`src/rtl/cpu_trace_pkg.sv`:
```
// cpu_trace_pkg: shared display constants, field selects and switch bit positions
package cpu_trace_pkg;
  localparam logic [7:0] SEG_BLANK = 8'hFF;
  localparam logic [7:0] SEG_DASH  = 8'hBF;
  typedef enum logic {SEL_PC = 1'b0, SEL_INSTR = 1'b1} field_sel_e;
  localparam int SW_SEL    = 0;
  localparam int SW_OFS_LO = 1;
  localparam int SW_OFS_HI = 3;
  localparam int SW_FREEZE = 15;
endpackage

```
`src/rtl/seg7_hex_decode.sv`:
```
// seg7_hex_decode: 4-bit nibble to active-low g..a seven-segment pattern
module seg7_hex_decode (
  input  logic [3:0] nib_i,
  output logic [6:0] seg_o
);
  // hex glyph lookup, segments active-low
  always_comb begin
    seg_o = 7'h7F;
    case (nib_i)
      4'h0: seg_o = 7'h40;
      4'h1: seg_o = 7'h79;
      4'h2: seg_o = 7'h24;
      4'h3: seg_o = 7'h30;
      4'h4: seg_o = 7'h19;
      4'h5: seg_o = 7'h12;
      4'h6: seg_o = 7'h02;
      4'h7: seg_o = 7'h78;
      4'h8: seg_o = 7'h00;
      4'h9: seg_o = 7'h10;
      4'hA: seg_o = 7'h08;
      4'hB: seg_o = 7'h03;
      4'hC: seg_o = 7'h46;
      4'hD: seg_o = 7'h21;
      4'hE: seg_o = 7'h06;
      default: seg_o = 7'h0E;
    endcase
  end
endmodule

```
`src/rtl/cpu_trace_display.sv`:
```
// cpu_trace_display: (PC, instr) history capture with scanned seven-segment readout
module cpu_trace_display
  import cpu_trace_pkg::*;
#(
  parameter int DEPTH    = 8,
  parameter int SCAN_DIV = 50000
) (
  input  logic        clk,
  input  logic        rst_n,
  input  logic        cpu_clk,
  input  logic [31:0] pc_in,
  input  logic [31:0] instr_in,
  input  logic [15:0] s,
  output logic [7:0]  an,
  output logic [7:0]  seg,
  output logic [4:0]  cap_count
);
  localparam int AW = $clog2(DEPTH);
  localparam int PW = SCAN_DIV > 1 ? $clog2(SCAN_DIV) : 1;
  logic [2:0]    sync_q;
  logic [AW-1:0] wr_ptr_q, wr_ptr_d, ofs, rd_idx;
  logic [4:0]    cap_count_q, cap_count_d;
  logic [PW-1:0] presc_q, presc_d;
  logic [2:0]    digit_q, digit_d;
  logic [7:0]    an_q, an_d, seg_q, seg_d;
  logic [63:0]   hist_q [DEPTH];
  logic [63:0]   rd_word;
  logic [31:0]   word;
  logic [6:0]    hex;
  logic          strobe, cap_en, dash, wrap;
  logic          unused_s;
  assign unused_s  = ^s[14:4];
  assign strobe    = sync_q[1] & ~sync_q[2];
  assign cap_en    = strobe & ~s[SW_FREEZE];
  assign wrap      = presc_q == PW'(SCAN_DIV - 1);
  assign ofs       = AW'(s[SW_OFS_HI:SW_OFS_LO]);
  assign rd_idx    = wr_ptr_q - AW'(1) - ofs;
  assign rd_word   = hist_q[rd_idx];
  assign word      = field_sel_e'(s[SW_SEL]) == SEL_INSTR ? rd_word[31:0] : rd_word[63:32];
  assign dash      = {2'b00, s[SW_OFS_HI:SW_OFS_LO]} >= cap_count_q;
  assign an        = an_q;
  assign seg       = seg_q;
  assign cap_count = cap_count_q;
  seg7_hex_decode u_dec (
    .nib_i (word[{digit_q, 2'b00} +: 4]),
    .seg_o (hex)
  );
  // next-state for capture pointers, scan counters and registered display
  always_comb begin
    wr_ptr_d    = cap_en ? wr_ptr_q + AW'(1) : wr_ptr_q;
    cap_count_d = (cap_en && cap_count_q != 5'(DEPTH)) ? cap_count_q + 5'd1 : cap_count_q;
    presc_d     = wrap ? '0 : presc_q + PW'(1);
    digit_d     = wrap ? digit_q + 3'd1 : digit_q;
    an_d        = ~(8'd1 << digit_q);
    seg_d       = {~(digit_q == 3'd0 && s[SW_FREEZE]), dash ? SEG_DASH[6:0] : hex};
  end
  // state registers; synchronizer resets high so a cpu_clk held high is not an edge
  always_ff @(posedge clk or negedge rst_n) begin
    if (!rst_n) begin
      sync_q      <= 3'b111;
      wr_ptr_q    <= '0;
      cap_count_q <= '0;
      presc_q     <= '0;
      digit_q     <= '0;
      an_q        <= SEG_BLANK;
      seg_q       <= SEG_BLANK;
    end else begin
      sync_q      <= {sync_q[1:0], cpu_clk};
      wr_ptr_q    <= wr_ptr_d;
      cap_count_q <= cap_count_d;
      presc_q     <= presc_d;
      digit_q     <= digit_d;
      an_q        <= an_d;
      seg_q       <= seg_d;
    end
  end
  // history write port; contents need no reset
  always_ff @(posedge clk) begin
    if (cap_en) hist_q[wr_ptr_q] <= {pc_in, instr_in};
  end
endmodule

```
`config.mk`:
```
export PLATFORM = sky130hd
export DESIGN_NAME = cpu_trace_display
export DESIGN_NICKNAME = d
export VERILOG_FILES = /design/src/rtl/cpu_trace_pkg.sv /design/src/rtl/seg7_hex_decode.sv /design/src/rtl/cpu_trace_display.sv
export SDC_FILE = /design/constraint.sdc
export NUM_CORES = 1
export LEC_CHECK = 0
export CORE_MARGIN = 2
export CORE_UTILIZATION = 45
export CTS_CLUSTER_DIAMETER = 80
export DETAILED_ROUTE_END_ITERATION = 10
export GPL_TIMING_DRIVEN = 1
export PLACE_DENSITY_LB_ADDON = 0.08
export RECOVER_POWER = 50
export SYNTH_ARGS = -nofsm -noshare
export SYNTH_HDL_FRONTEND = slang
export SYNTH_HIERARCHICAL = 1
export SYNTH_SLANG_ARGS = --single-unit
```
`constraint.sdc`:
```
create_clock -name clk -period 9.3 [get_ports clk]
set_input_delay 0.93 -clock clk [delete_from_list [all_inputs] [get_ports clk]]
set_output_delay 0.93 -clock clk [all_outputs]
set_load 0.01 [all_outputs]
```
==> results.tsv <==
stage	metric	value	unit
grt	grt_pass1_vias	10190	
min_path	hold_path_depth	0	
layout	area_growth	16.67	%
drt	drt_iter0_markers	854	
grt	antenna_found_initial	7	
yosys	synth_xor_xnor_area_share	0.8283	%
drt	vias	9692	
pwr	p_sw_share	28.44	%
yosys	ys.flop_type	edfxtp_1	
clock_tree	clock_path_buffers	3	
min_path	hp-class	reg2reg	
yosys	syn_avg_cell_area	23.29	µm²
min_path	hold_end	sync_q[2]$_DFF_PN1_	
yosys	yosys_warnings	6	
yosys	synthMuxAreaShare	18.00	%
drt	drc	0	
drt	first_pass_iters	5	
yosys	synth_fp_nets	1039	
yosys	synth_simple_gate_area_share	1.731	%
timing	worst_pin_slew	2398	ps
min_path	hold_start	sync_q[1]$_DFF_PN1_	
run	cap_violations	1	
timing	maxSlewViolCount	47	
pwr	irDropWorstVdd	0.2730	mV
placement	dp_hpwl	23860	µm
layout	fin_nets	1173	
pwr	seq_power_share	38.3	%
timing	hold_slack	371.8	ps
yosys	yosys_register_bits	558	
drt	post_drt_wl_per_cell	25.72	µm
pwr	p_comb_share	32.1	%
timing	fmax	173.8	MHz
timing	period_share	61.87	%
yosys	yosysSeqAreaShare	76.08	%
grt	grt_max_degree	57	
floorplan	dieArea	50120	µm²
pwr	p_sw	2173	µW
critical_path	required	9830	ps
clock_tree	clock_latency	630	ps
clock_tree	cts_buffers	58	
critical_path	start_kind	input port	
timing	finalWorstSetupSlack	3546	ps
yosys	synthArstFlopShare	8.244	%
floorplan	io_pins	104	
clock_tree	postCtsSetupBuffers	0	
clock_tree	root_buffer	clkbuf_16	
critical_path	r2r_slack	3860	ps
clock_tree	cts_num_sinks	558	
critical_path	regToRegStartpoint	wr_ptr_q[0]$_DFFE_PN0P_	
drt	antenna_left	0	
yosys	synth_compound_area_share	0.7707	%
grt	grt_util_all_layers	18.37	%
placement	place_ws	2891	ps
layout	drive_gt1_share	28.83	%
placement	placed_cells	1623	
floorplan	fp.dieH	223.9	µm
critical_path	worstSetupPathType	in2reg	
clock_tree	htreeDepth	2	
floorplan	std_cell_rows	80	
clock_tree	cts-resized-gates	0	
timing	skew	22.94	ps
drt	vias_per_cell	5.593	
critical_path	ff2ff_path_depth	13	
timing	hold_viol	0	
placement	gp_congestion	0.6944	
floorplan	core	47750	µm²
clock_tree	hold_buffers	0	
yosys	syn_area	21750	µm²
timing	setup_viol	0	
timing	rsz0062_at_grt	false	
grt	grt_overflow	0	
critical_path	crit_arrival	6290	ps
pwr	internal_power	5466	µW
critical_path	end_kind	flop	
timing	setup_tns	0	ps
yosys	synth_top_family_by_area	multiplexers	
floorplan	initial_core_util	45.56	%
clock_tree	cts_tree	built	
pwr	power_leakage	0.008230	µW
grt	grt_pass1_wl	66830	µm
pwr	clkPwrFrac	29.6	%
yosys	synth_edf_count	512	
layout	final_cells	1733	
status	violations	capacitance limit, slew limit	
yosys	postSynthCellCount	934	
pwr	power_density	301.0	nW/µm²
clock_tree	path_clk_slew	60	ps
placement	port_buffers	92	
yosys	yosysUniqueCellTypes	46	
critical_path	crit_fanout	33	
floorplan	die_x	223.9	µm
timing	period_needed	5754	ps
timing	maxSlewHeadroom	-59.88	%
critical_path	r2r-end	seg[0]$_DFF_PN1_	
drt	wl	44570	µm
yosys	synth-adder-area-share	1.300	%
status	outcome	complete, but fails checks	
==> worst max-delay path: stages <==
cell and delay [ps]:
clkdlybuf4s50_1 460, inv_1 90, ha_4 170, fa_4 1170, buf_4 470, mux4_2 380
mux4_2 520, mux4_2 510, mux2_2 370, inv_1 180, ha_1 210, and2b_2 220
or3b_1 360, o21ai_0 70, o21bai_1 130
==> worst max-delay path by stage <==
stage | startpoint | endpoint | slack (ps)
after floorplan | s[15] | hist_q[0][0]$_DFFE_PP_ | 1030
after global placement | s[1] | seg[0]$_DFF_PN1_ | 2940
after detailed placement | s[1] | seg[0]$_DFF_PN1_ | 2890
after CTS | s[1] | seg[0]$_DFF_PN1_ | 3520
after global routing | s[1] | seg[0]$_DFF_PN1_ | 3330
final | s[1] | seg[0]$_DFF_PN1_ | 3550
==> power groups by stage <==
stage / sequential [µW] / clock (µW) / combinational [µW]
floorplan: 2980 / 0 / 1820
detailed placement: 2980 / 0 / 2530
global route: 2940 / 2420 / 2650
CTS: 2930 / 2320 / 2540
finish: 2930 / 2260 / 2460
global placement: 2970 / 0 / 2520
==> per-layer routing <==
| metal | GRT usage, % | vias to the layer above | wire length [µm] | part of all wire, % |
|---|---|---|---|---|
| met1 | 26.02 | 5179 | 19800 | 44 |
| met2 | 29.45 | 227 | 21670 | 49 |
| met3 | 3.266 | 69 | 2092 | 4.7 |
| met5 | 0 | - | 40 | 0.090 |
| li1 | - | 4211 | - | - |
| met4 | 5.613 | 6 | 969 | 2.2 |
==> logic make-up after synthesis <==
family / count (synthesis)
AO/OA/AOI/OAI: 24
XOR/XNOR: 19
adder cells (fa/ha/maj): 22
buffers and inverters: 59
flip-flops: 558
multiplexers: 179
AND/OR/NAND/NOR: 73
==> layout make-up <==
class	count	area, µm²
multi-input cells	317	5000
well taps	615	769.5
fillers	3706	22370
clock buffers	75	1533
repair buffers	116	1120
inverters	17	63.81
clock inverters	34	341.6
diodes	1	2.502
flip-flops and latches	558	16550
==> cells in the final DEF, fill, tap and decap left out, drive strengths merged, types with 19 or more instances in the layout <==
cell           netlist  final
edfxtp             512    512
mux4               169    169
clkbuf              20     76
dlygate4sd3          0     65
dfrtp               27     27
clkdlybuf4s50        0     26
clkinv               1     25
buf                 22     24
nand2               21     21
ha                  21     21
inv                 16     20
dfstp               19     19
==> metrics by stage <==
step                util [%]  area, µm²  total power [µW]
floorplan                  -      21750              4800
global placement       49.23      23500              5494
detailed placement     49.23      23500              5507
CTS                    53.15      25380              7785
global route           53.15      25380              8009
finish                 53.16      25380              7639
==> registers in the layout (all words and copies together), names as in the netlist <==
signal,cells
seg,8
hist_q,512
digit_q,3
an,8
presc_q,16
wr_ptr_q,3
sync_q,3
cap_count,5
==> synth_stat cells, types with 2 or more instances <==
cell type / instances / area share (%)
a21oi_1: 4 / 0.092
nand2b_1: 3 / 0.086
nor3_1: 6 / 0.14
nor2_1: 17 / 0.29
or4bb_1: 2 / 0.10
nand4_1: 6 / 0.17
clkbuf_1: 20 / 0.35
xor2_1: 4 / 0.16
inv_2: 2 / 0.035
nor2b_1: 2 / 0.058
mux2i_1: 5 / 0.23
mux2_2: 5 / 0.26
dfstp_2: 19 / 2.3
nor4_1: 2 / 0.058
a22o_1: 3 / 0.12
buf_1: 2 / 0.035
o21bai_1: 6 / 0.21
dfrtp_1: 27 / 3.1
xnor2_1: 14 / 0.56
buf_6: 5 / 0.26
and4_1: 2 / 0.081
buf_2: 14 / 0.32
nand3_1: 4 / 0.092
a31o_2: 2 / 0.081
nand2_1: 21 / 0.36
or2_2: 2 / 0.058
mux4_2: 168 / 17
ha_1: 21 / 1.2
inv_1: 14 / 0.24
o21ai_0: 5 / 0.12
edfxtp_1: 512 / 71
Power figures use the tool's default switching activity.
